<file path="src/rtl/sc_llr_scheduler_pkg.sv">
// Shared types and helpers for the successive-cancellation LLR scheduler.
// Holds the PE opcode, the scheduler state encoding and a trailing-zero count.
package sc_llr_scheduler_pkg;

    typedef enum logic {
        OP_F = 1'b0,
        OP_G = 1'b1
    } pe_op_e;

    typedef enum logic [2:0] {
        ST_IDLE   = 3'd0,
        ST_ISSUE  = 3'd1,
        ST_DRAIN  = 3'd2,
        ST_DECIDE = 3'd3,
        ST_FIN    = 3'd4
    } sched_state_e;

    // Index of the lowest set bit among the low w bits of v; w when none is set.
    function automatic int ctz(input logic [31:0] v, input int w);
        int n;
        n = w;
        for (int i = 31; i >= 0; i--) begin
            if (i < w && v[i]) n = i;
        end
        return n;
    endfunction

endpackage

</file>
<file path="src/rtl/sc_llr_scheduler_ctz.sv">
// Trailing-zero count of (idx + 1): the stage at which the next bit of the
// successive-cancellation schedule re-enters the tree with a g operation.
module sc_llr_scheduler_ctz
    import sc_llr_scheduler_pkg::*;
#(
    parameter int LOG_N = 3,
    parameter int TZ_W  = 2
) (
    input  logic [LOG_N-1:0] idx,
    output logic [TZ_W-1:0]  tz
);

    logic [LOG_N-1:0] nxt;

    always_comb begin
        nxt = idx + LOG_N'(1);
        tz  = TZ_W'(ctz(32'(nxt), LOG_N));
    end

endmodule

</file>
<file path="src/rtl/sc_llr_scheduler.sv">
// Control FSM that walks a bank of P f/g LLR units through the SC schedule of
// an N = 2^LOG_N polar decoder, one bit at a time, with a PE_LAT drain per stage.
module sc_llr_scheduler
    import sc_llr_scheduler_pkg::*;
#(
    parameter int LOG_N  = 3,
    parameter int P      = 2,
    parameter int PE_LAT = 1
) (
    input  logic                               clk,
    input  logic                               rst_n,
    input  logic                               start,
    output logic                               busy,
    output logic                               done,
    output logic                               pe_en,
    output logic                               pe_op,
    output logic [P-1:0]                       pe_mask,
    output logic [$clog2(LOG_N+1)-1:0]         stage,
    output logic [((LOG_N > 1) ? LOG_N-1 : 1)-1:0] grp,
    output logic                               bit_req,
    output logic [LOG_N-1:0]                   bit_idx,
    input  logic                               bit_ack
);

    localparam int STAGE_W = $clog2(LOG_N + 1);
    localparam int GRP_W   = (LOG_N > 1) ? LOG_N - 1 : 1;
    localparam int LOG_P   = $clog2(P);

    localparam logic [STAGE_W-1:0] TOP_STAGE  = STAGE_W'(LOG_N - 1);
    localparam logic [LOG_N-1:0]   LAST_IDX   = '1;
    localparam logic [2:0]         DRAIN_INIT = (PE_LAT > 0) ? 3'(PE_LAT - 1) : 3'd0;

    // Last group index of a stage: a stage spans max(1, 2^s / P) groups of P lanes.
    function automatic logic [GRP_W-1:0] last_grp(input logic [STAGE_W-1:0] s);
        int sh;
        sh = int'(s) - LOG_P;
        if (sh <= 0) return '0;
        return GRP_W'((1 << sh) - 1);
    endfunction

    // Narrow stages near the leaves only occupy the low 2^s lanes.
    function automatic logic [P-1:0] mask_of(input logic [STAGE_W-1:0] s);
        logic [P-1:0] m;
        for (int i = 0; i < P; i++) m[i] = (i < (1 << s));
        return m;
    endfunction

    sched_state_e       state;
    logic [2:0]         drain_cnt;
    logic [STAGE_W-1:0] tz_next;
    logic [STAGE_W-1:0] stage_dn;
    logic [GRP_W-1:0]   grp_last;

    sc_llr_scheduler_ctz #(
        .LOG_N (LOG_N),
        .TZ_W  (STAGE_W)
    ) u_ctz (
        .idx (bit_idx),
        .tz  (tz_next)
    );

    always_comb begin
        stage_dn = stage - STAGE_W'(1);
        grp_last = last_grp(stage);
    end

    always_ff @(posedge clk) begin
        if (!rst_n) begin
            state     <= ST_IDLE;
            busy      <= 1'b0;
            done      <= 1'b0;
            pe_en     <= 1'b0;
            pe_op     <= OP_F;
            pe_mask   <= '0;
            stage     <= '0;
            grp       <= '0;
            bit_req   <= 1'b0;
            bit_idx   <= '0;
            drain_cnt <= '0;
        end else begin
            done <= 1'b0;
            case (state)
                ST_IDLE: begin
                    if (start) begin
                        state   <= ST_ISSUE;
                        busy    <= 1'b1;
                        pe_en   <= 1'b1;
                        pe_op   <= OP_F;
                        stage   <= TOP_STAGE;
                        grp     <= '0;
                        pe_mask <= mask_of(TOP_STAGE);
                        bit_idx <= '0;
                    end
                end
                ST_ISSUE, ST_DRAIN: begin
                    if (state == ST_ISSUE && grp != grp_last) begin
                        grp <= grp + GRP_W'(1);
                    end else if (state == ST_ISSUE && PE_LAT != 0) begin
                        state     <= ST_DRAIN;
                        pe_en     <= 1'b0;
                        drain_cnt <= DRAIN_INIT;
                    end else if (state == ST_DRAIN && drain_cnt != 3'd0) begin
                        drain_cnt <= drain_cnt - 3'd1;
                    end else if (stage != '0) begin
                        // Descend one stage towards the leaf; every stage after the first is f.
                        state   <= ST_ISSUE;
                        pe_en   <= 1'b1;
                        pe_op   <= OP_F;
                        stage   <= stage_dn;
                        grp     <= '0;
                        pe_mask <= mask_of(stage_dn);
                    end else begin
                        state   <= ST_DECIDE;
                        pe_en   <= 1'b0;
                        bit_req <= 1'b1;
                    end
                end
                ST_DECIDE: begin
                    if (bit_ack) begin
                        bit_req <= 1'b0;
                        if (bit_idx == LAST_IDX) begin
                            state <= ST_FIN;
                            done  <= 1'b1;
                            busy  <= 1'b0;
                        end else begin
                            // Next bit re-enters the tree at ctz(i+1) with a g op.
                            state   <= ST_ISSUE;
                            pe_en   <= 1'b1;
                            pe_op   <= OP_G;
                            stage   <= tz_next;
                            grp     <= '0;
                            pe_mask <= mask_of(tz_next);
                            bit_idx <= bit_idx + LOG_N'(1);
                        end
                    end
                end
                ST_FIN: begin
                    state <= ST_IDLE;
                end
                default: begin
                    state <= ST_IDLE;
                end
            endcase
        end
    end

endmodule

</file>
<file path="config.mk">
export PLATFORM = sky130hd
export DESIGN_NAME = sc_llr_scheduler
export DESIGN_NICKNAME = d
export VERILOG_FILES = /design/src/rtl/sc_llr_scheduler_pkg.sv /design/src/rtl/sc_llr_scheduler_ctz.sv /design/src/rtl/sc_llr_scheduler.sv
export SDC_FILE = /design/constraint.sdc
export NUM_CORES = 1
export LEC_CHECK = 0
export ABC_AREA = 1
export BUFFER_PORTS_ARGS = -buffer_cell sky130_fd_sc_hd__buf_2
export CAP_MARGIN = 20
export CORE_UTILIZATION = 50
export DETAILED_ROUTE_END_ITERATION = 16
export PLACE_DENSITY = 0.71
export SLEW_MARGIN = 25
export SYNTH_ARGS = -nofsm -noshare
export SYNTH_HDL_FRONTEND = slang
export SYNTH_HIERARCHICAL = 1
export SYNTH_SLANG_ARGS = --single-unit
</file>
<file path="constraint.sdc">
create_clock -name clk -period 2.05 [get_ports clk]
set_input_delay 0.205 -clock clk [delete_from_list [all_inputs] [get_ports clk]]
set_output_delay 0.205 -clock clk [all_outputs]
set_load 0.01 [all_outputs]
</file>
==> results of run 1 <==
==> power by group <==
part           internal [W]  switching [W]
Sequential         0.000494      0.0000965
Combinational      0.000361       0.000623
Clock              0.000198       0.000130
==> cell usage in the layout (no fill, tap or decap) <==
cell and instances:
sky130_fd_sc_hd__ha_1 11, sky130_fd_sc_hd__buf_2 17, sky130_fd_sc_hd__xnor2_1 2, sky130_fd_sc_hd__or2_2 1, sky130_fd_sc_hd__a21oi_1 9, sky130_fd_sc_hd__nor2_2 5, sky130_fd_sc_hd__inv_2 1, sky130_fd_sc_hd__inv_1 28
sky130_fd_sc_hd__dfxtp_1 20, sky130_fd_sc_hd__nand2_1 36, sky130_fd_sc_hd__o21ai_1 1, sky130_fd_sc_hd__o21ai_0 8, sky130_fd_sc_hd__nor2_1 20, sky130_fd_sc_hd__nand3_1 11, sky130_fd_sc_hd__nand4_1 3, sky130_fd_sc_hd__a21oi_2 3
sky130_fd_sc_hd__bufinv_16 1, sky130_fd_sc_hd__clkbuf_4 3, sky130_fd_sc_hd__nor3_1 5, sky130_fd_sc_hd__nand2_2 2, sky130_fd_sc_hd__o21ai_2 1, sky130_fd_sc_hd__nand3_4 1, sky130_fd_sc_hd__nand3_2 2, sky130_fd_sc_hd__nand2_4 2
sky130_fd_sc_hd__nand3b_2 1
==> metrics by stage <==
step	hold WS (ns)	setup WS [ns]	area, um2	total power, W
after global routing	0.215	0.185	1390	0.00211
after detailed placement	0.455	0.388	1340	0.00158
final	0.195	0.380	1390	0.00190
after global placement	0.449	0.398	1340	0.00156
after floorplan	0.410	0.512	1230	0.00137
after CTS	0.190	0.364	1390	0.00192
==> flip-flops by register name, summed over array words and instances, names as in the netlist <==
register,count
grp,2
done,1
pe_mask,2
drain_cnt,3
pe_en,1
busy,1
pe_op,1
state,3
bit_req,1
bit_idx,3
stage,2
==> logic make-up (layout without fill, tap and decap cells) <==
| logic type | Yosys count | after routing | synth area share [%] |
|---|---|---|---|
| XOR/XNOR | 2 | 2 | 1.43 |
| AO/OA/AOI/OAI | 22 | 22 | 10.2 |
| adder cells (fa/ha/maj) | 11 | 11 | 11.2 |
| AND/OR/NAND/NOR | 89 | 89 | 35.0 |
| buffers and inverters | 31 | 50 | 9.57 |
| flip-flops | 20 | 20 | 32.6 |
==> per-layer routing <==
metal,global-route usage (%),vias to the layer above
met4,13.5,0
li1,-,587
met5,0,-
met1,24.9,460
met2,35.9,16
met3,2.92,4
==> worst max-delay path by stage <==
stage               slack (ns)            to  cells past startpoint
CTS                       0.36    pe_mask[1]                      8
detailed placement        0.39      stage[1]                      8
global placement          0.40    pe_mask[1]                      8
finish                    0.38    pe_mask[1]                      8
floorplan                 0.51    pe_mask[1]                      8
global route              0.19  drain_cnt[1]                     10
==> cell type report <==
class / instances / share of cell area [%]
clock buffers: 3 / 1.62
clock inverters: 1 / 2.16
inverters: 29 / 7.82
multi-input cells: 124 / 51.0
flip-flops and latches: 20 / 28.8
well taps: 28 / 2.52
repair buffers: 17 / 6.11
==> critical path, delay by kind of cell (launching register included) <==
kind | cells | cell delay, ns
flops | 1 | 0.39
compound gates | 1 | 0.22
fa+ha+maj | 2 | 0.44
simple gates | 5 | 0.53
==> impl_results.rst, run 1 <==
.. list-table::
   :header-rows: 1

   * - Metric
     - Value
   * - Startpoint of the worst hold path
     - bit_ack
   * - # placed instances
     - 218
   * - Post-synth top area share
     - 32.6%
   * - Synth Register Bits
     - 20
   * - First-pass iteration count of the detailed router
     - 4
   * - Element type at the critical path start
     - flop
   * - Clock latency at the later pin of the worst-skew pair
     - 0.31 ns
   * - Area taken by multi-input logic gates
     - 711 um2
   * - Routed wire length on met2
     - 1160 um
   * - GRT Total Usage
     - 21.2%
   * - Slowest-stage cell, CP
     - sky130_fd_sc_hd__dfxtp_1
   * - TritonCTS clock tree
     - built
   * - Reg2Reg Setup Slack
     - 0.38 ns
   * - Post-detailed-routing wire length
     - 2360 um
   * - Share of async-settable or async-resettable flops after synthesis
     - 0%
   * - Synthesized instance count
     - 175
   * - Crit path required time
     - 2.26 ns
   * - FF+latch area
     - 400 um2
   * - Global route overflow
     - 0
   * - Synth top area cells
     - sky130_fd_sc_hd__dfxtp_1, sky130_fd_sc_hd__ha_1, sky130_fd_sc_hd__nand2_1
   * - Die height
     - 51.6 um
   * - Ordered list of cells on the worst path
     - ha_1 -> ha_1 -> o21ai_2 -> nand2_2 -> nor2_2 -> nand2_4 -> nor3_1 -> nor2_1
   * - Post-detailed-route DRC marker count
     - 0
   * - Layout overhead on the synthesized area
     - 13.3%
   * - Fraction of the yosys area taken by sequential cells
     - 32.6%
   * - Min Tclk post-route
     - 1.67 ns
   * - Final Hold Viols
     - 0
   * - Fraction of final layout cells with drive strength greater than 1
     - 20.6%
   * - Total setup buffers inserted after CTS
     - 0
   * - Final Slew Violations
     - 0
   * - Max-cap violations
     - 0
   * - R2R Path Start
     - bit_idx[0]
   * - Maximum frequency from static timing analysis
     - 599 MHz
   * - R2R cell count
     - 8
   * - Avg Vias per Cell
     - 4.81
   * - Count of pins on the block boundary
     - 18
   * - Leakage power
     - 0.742 nW
   * - Most instantiated library cell after synthesis
     - sky130_fd_sc_hd__nand2_1
   * - Vias in the first global route
     - 1036
   * - Routed metal-1 wire length
     - 1090 um
   * - Die Footprint
     - 2660 um2
   * - Worst-margin pin slew
     - 0.453 ns
   * - Clock root buffer
     - sky130_fd_sc_hd__clkbuf_4
   * - Core outline area
     - 2250 um2
   * - Post-layout net count
     - 210
   * - Number of hold buffers added after cts
     - 0
   * - Clock Sinks
     - 20
   * - Number of vias after detailed routing
     - 1067
   * - Ys flop type
     - sky130_fd_sc_hd__dfxtp_1
   * - Effective utilization at floorplan
     - 54.5%
   * - Weighted congestion at the end of routability-driven global placement
     - 0.871
   * - Setup CP Type
     - flop to flop
   * - Synth warnings
     - 6
   * - Fraction of the core area covered by cells at the end of the flow
     - 61.8%
   * - Antenna violations before repair
     - 0
   * - Areal power density over the cells
     - 1370 nW/um2
   * - Finished Layout Cells
     - 222
   * - CTS clock-pin slew for the worst setup and hold paths
     - 0.12 ns
   * - Endpoint of the worst-slack reg-to-reg timing path
     - pe_mask[1]
   * - Post-synth cell types
     - 24
   * - Clock buffer count from CTS
     - 3
   * - Arrival time at the worst endpoint
     - 1.88 ns
   * - Number of synthesized flops with an enable pin
     - 0
   * - Sum of net half-perimeters after detailed placement
     - 1830 um
   * - Die span in x
     - 51.6 um
   * - Largest net degree at the start of global routing
     - 13
   * - Element type at the critical path end
     - flop
   * - Leading area contributor after synthesis
     - sky130_fd_sc_hd__dfxtp_1
   * - Initial detailed-routing violation count
     - 16
   * - Peak ir drop on the vdd network
     - 816 uV
   * - Gates resized, CTS repair
     - 0
   * - Biggest cell delay along the critical path
     - 0.39 ns
   * - Leading post-synthesis cells by instance count
     - sky130_fd_sc_hd__nand2_1, sky130_fd_sc_hd__inv_1, sky130_fd_sc_hd__dfxtp_1, sky130_fd_sc_hd__nor2_1
   * - WHS Endpoint
     - bit_req
   * - Fill cells
     - 231
   * - Launch point of the critical path
     - bit_idx[0]
   * - Critical Path Most Common Cell
     - sky130_fd_sc_hd__ha_1
   * - Top Metal Used
     - met4
   * - Slew Limit Headroom
     - 69.8%
   * - Post-synthesis instance area
     - 1230 um2
   * - Row count
     - 17
   * - Number of cells on the worst hold path
     - 4
   * - Average size of a mapped cell
     - 7.02 um2
   * - Class of the tightest hold or removal check
     - primary input to flop
   * - Final clock skew
     - 0.00497 ns
   * - Htree depth
     - 1
   * - Biggest fanout along the worst timing path
     - 6
   * - Antenna-violating nets left
     - 0
   * - Number of port buffers
     - 17
   * - Wire length of the first global-routing pass
     - 4210 um
   * - Final TNS setup
     - 0 ns
   * - Status
     - finished, final reports clean
   * - Avg WL per Cell
     - 10.6 um
   * - Detailed route wirelength on metal3
     - 61 um
   * - Diodes inserted
     - 0
   * - Period utilisation layout
     - 81.4%
   * - Number of endpoints failing setup at the final stage
     - 0
   * - Unrepaired setup endpoints after global routing
     - no
   * - Net count of the mapped netlist
     - 190
   * - Largest buffer count on any clock path
     - 2
(Power assumes the default switching activity.)
==> run 2, diff against run 1 <==
==> constraint.sdc (replaced) <==
create_clock -name clk -period 1.7 [get_ports clk]
set_input_delay 0.17 -clock clk [delete_from_list [all_inputs] [get_ports clk]]
set_output_delay 0.17 -clock clk [all_outputs]
set_load 0.01 [all_outputs]
==> run 2 against run 1 <==
Net effect:
- setup slack lost 0.27 ns
- clock-buffer cell count is 1 higher
- largest cell class unchanged
- clock power fell by 16%
- via count is 3.7% higher
- non-clock buffer count up 2
- maximum frequency up 4.7%
- sequential power increased by 20%
- sequential share of layout area down 0.31 points
- critical path depth stayed put
- clock skew decreased by 0.0040 ns
- final cell count grew 0.90%
- sequential cell count is the same
==> impl_results.rst, run 2 (synthesis results as in run 1) <==
.. list-table::
   :header-rows: 1

   * - Metric
     - Value
   * - Slew Limit Headroom
     - 70.6% (+0.84 points)
   * - Period utilisation layout
     - 93.8% (+12 points)
   * - Max-cap violations
     - 0 (unchanged)
   * - Setup CP Type
     - flop to flop
   * - Count of buffer and inverter cells on the critical path
     - 0 (unchanged)
   * - Placed cell area
     - 1350 um2 (+0.56%)
   * - Routed wire length on met2
     - 1210 um (+4.0%)
   * - Minimum setup slack in the final design
     - 0.106 ns (-0.275 ns)
   * - Clk network pwr share
     - 12.4% (-4.8 points)
   * - Slowest-stage cell, CP
     - sky130_fd_sc_hd__dfxtp_1
   * - Count of pins on the block boundary
     - 18 (unchanged)
   * - Fill cells
     - 237 (+2.6%)
   * - Effective utilization at floorplan
     - 54.5% (unchanged)
   * - Final clock skew
     - 0.000998 ns (-0.00397 ns)
   * - Layout overhead on the synthesized area
     - 15.3%
   * - Maximum frequency from static timing analysis
     - 627 MHz (+4.7%)
   * - Post-detailed-route DRC marker count
     - 0 (unchanged)
   * - Element type at the critical path end
     - flop
   * - Area taken by multi-input logic gates
     - 733 um2 (+3.2%)
   * - GRT Total Usage
     - 20.8% (-0.41 points)
   * - Element type at the critical path start
     - flop
   * - Min Tclk post-route
     - 1.59 ns (-0.0754 ns)
   * - Post-layout net count
     - 212 (+0.95%)
   * - Final TNS setup
     - 0 ns (unchanged)
   * - Diodes inserted
     - 0 (unchanged)
   * - First-pass iteration count of the detailed router
     - 4 (unchanged)
   * - Weighted congestion at the end of routability-driven global placement
     - 0.861 (-1.1%)
   * - Antenna-violating nets left
     - 0 (unchanged)
   * - Biggest cell delay along the critical path
     - 0.37 ns (-0.02 ns)
   * - Htree depth
     - 1 (unchanged)
   * - Areal power density over the cells
     - 1580 nW/um2 (+16%)
   * - Number of endpoints failing setup at the final stage
     - 0 (unchanged)
   * - Die Footprint
     - 2660 um2 (unchanged)
   * - Final Slew Violations
     - 0 (unchanged)
   * - Row count
     - 17 (unchanged)
   * - Core outline area
     - 2250 um2 (unchanged)
   * - Largest buffer count on any clock path
     - 2 (unchanged)
   * - Cell family with the largest share of critical-path delay
     - simple AND/OR/NAND/NOR gates
   * - Combinational share of power
     - 55.8% (+4.1 points)
   * - Switching power summed over all nets
     - 0.00105 W (+23%)
   * - Crit path required time
     - 1.90 ns (-0.36 ns)
   * - CTS clock-pin slew for the worst setup and hold paths
     - 0.11 ns (about the same)
   * - Final Hold Viols
     - 0 (unchanged)
   * - Peak ir drop on the vdd network
     - 876 uV (+7.4%)
   * - Post-detailed-routing wire length
     - 2460 um (+4.5%)
   * - Avg Vias per Cell
     - 4.94 (+2.8%)
   * - Sum of net half-perimeters after detailed placement
     - 1810 um (-1.3%)
   * - Clock latency at the later pin of the worst-skew pair
     - 0.30 ns (about the same)
   * - Global route overflow
     - 0 (unchanged)
   * - Clock root buffer
     - sky130_fd_sc_hd__clkbuf_4
   * - Reg power frac
     - 31.8% (+0.8 points)
   * - Vias in the first global route
     - 1021 (-1.4%)
   * - Number of hold buffers added after cts
     - 0 (unchanged)
   * - Number of port buffers
     - 17 (unchanged)
   * - Number of vias after detailed routing
     - 1107 (+3.7%)
   * - Wire length of the first global-routing pass
     - 4230 um (+0.48%)
   * - Clock Sinks
     - 20 (unchanged)
   * - Top Metal Used
     - met4
   * - Die height
     - 51.6 um (unchanged)
   * - Avg WL per Cell
     - 11.0 um (+3.6%)
   * - Biggest fanout along the worst timing path
     - 6 (unchanged)
   * - Leading cell type in the layout, fill and taps excluded
     - sky130_fd_sc_hd__nand2_1
   * - Leading registers by flop count
     - bit_idx: 3 flops, drain_cnt: 3 flops, state: 3 flops
   * - Highest-count cells in the layout ignoring fill and taps
     - sky130_fd_sc_hd__nand2_1, sky130_fd_sc_hd__inv_1, sky130_fd_sc_hd__nor2_1
   * - Detailed route wirelength on metal3
     - 52 um (-15%)
   * - Ordered list of cells on the worst path
     - ha_1 -> ha_1 -> o21ai_4 -> nand2_2 -> nor2_4 -> nand2_4 -> nor3_1 -> nor2_1
   * - Leakage power
     - 0.755 nW (+1.6%)
   * - Routed metal-1 wire length
     - 1180 um (+8.3%)
   * - DP Worst Slack
     - 0.0990 ns (-0.289 ns)
   * - Die span in x
     - 51.6 um (unchanged)
   * - Status
     - finished, final reports clean
   * - Antenna violations before repair
     - 0 (unchanged)
   * - Fraction of final layout cells with drive strength greater than 1
     - 23.0% (+2.3 points)
   * - Clock buffer count from CTS
     - 3 (unchanged)
   * - FF+latch area
     - 403 um2 (+0.62%)
   * - Initial detailed-routing violation count
     - 14 (-2)
   * - Class of the tightest hold or removal check
     - primary input to flop
   * - Final Instance Area
     - 1420 um2 (+1.7%)
   * - Largest net degree at the start of global routing
     - 13 (unchanged)
   * - Power consumption
     - 0.00223 W (+18%)
   * - Critical Path Most Common Cell
     - sky130_fd_sc_hd__ha_1
   * - Arrival time at the worst endpoint
     - 1.80 ns (-0.08 ns)
   * - Worst-margin pin slew
     - 0.441 ns (-0.0126 ns)
   * - Switching power as a share of total power
     - 46.9% (+2.3 points)
   * - Power Internal
     - 0.00119 W (+13%)
   * - TritonCTS clock tree
     - built
-- run 2: cell types whose count changed in the layout (fill, tap and decap cells not counted), sizes merged --
| cell | before | now |
|---|---|---|
| bufinv | 1 | 0 |
| clkbuf | 3 | 4 |
| buf | 17 | 19 |
-- run 2: layer usage --
metal	vias to the layer above	global-route usage [%]
li1	595	-
met1	494	26.3
met2	14	35.9
met3	4	2.63
met4	0	7.21
met5	-	0
-- run 2: power groups by stage --
stage / Sequential, W / Clock [W] / Combinational (W)
after detailed placement: 0.000719 / 0 / 0.00120
after floorplan: 0.000747 / 0 / 0.000900
after global routing: 0.000731 / 0.000299 / 0.00143
after global placement: 0.000710 / 0 / 0.00118
after CTS: 0.000707 / 0.000284 / 0.00121
final: 0.000710 / 0.000277 / 0.00125
-- run 2: worst min-delay path: cells and delay by family --
kind / cells / cell delay [ns]
compound gates: 1 / 0.05
buf+inv: 1 / 0.09
simple gates: 2 / 0.13
-- run 2: path summary, 6_finish.rpt --
path               from         end  slack (ns)  cells past startpoint
max          bit_idx[1]  pe_mask[1]        0.11                      8
min             bit_ack     bit_req        0.17                      4
max reg2reg  bit_idx[1]  pe_mask[1]        0.11                      8
min reg2reg     bit_req     bit_req        0.48                      2
-- run 2: area by class of cell --
cell class / instances / share of cell area (%)
clock buffer: 4 / 2.56
tap: 28 / 2.47
multi-input combinational: 124 / 51.8
timing repair buffer: 19 / 7.07
sequential: 20 / 28.4
inverter: 29 / 7.69
-- run 2: repair_timing --
item | CTS | global route
setup buffers | 0 | 1
setup endpoints to repair | 0 | 9
endpoints found under the hold margin | 0 | 0
resized for setup | 0 | 7
-- run 2: per-stage QoR --
| stage | cells | utilization, % | hold WS [ns] |
|---|---|---|---|
| 3_5_place_dp | 219 | 59.8 | 0.452 |
| 2_1_floorplan | 175 | - | 0.375 |
| 4_1_cts | 223 | 61.4 | 0.160 |
| 3_3_place_gp | 219 | 59.8 | 0.450 |
| 6_report | 224 | 62.8 | 0.173 |
| 5_1_grt | 224 | 62.8 | 0.192 |
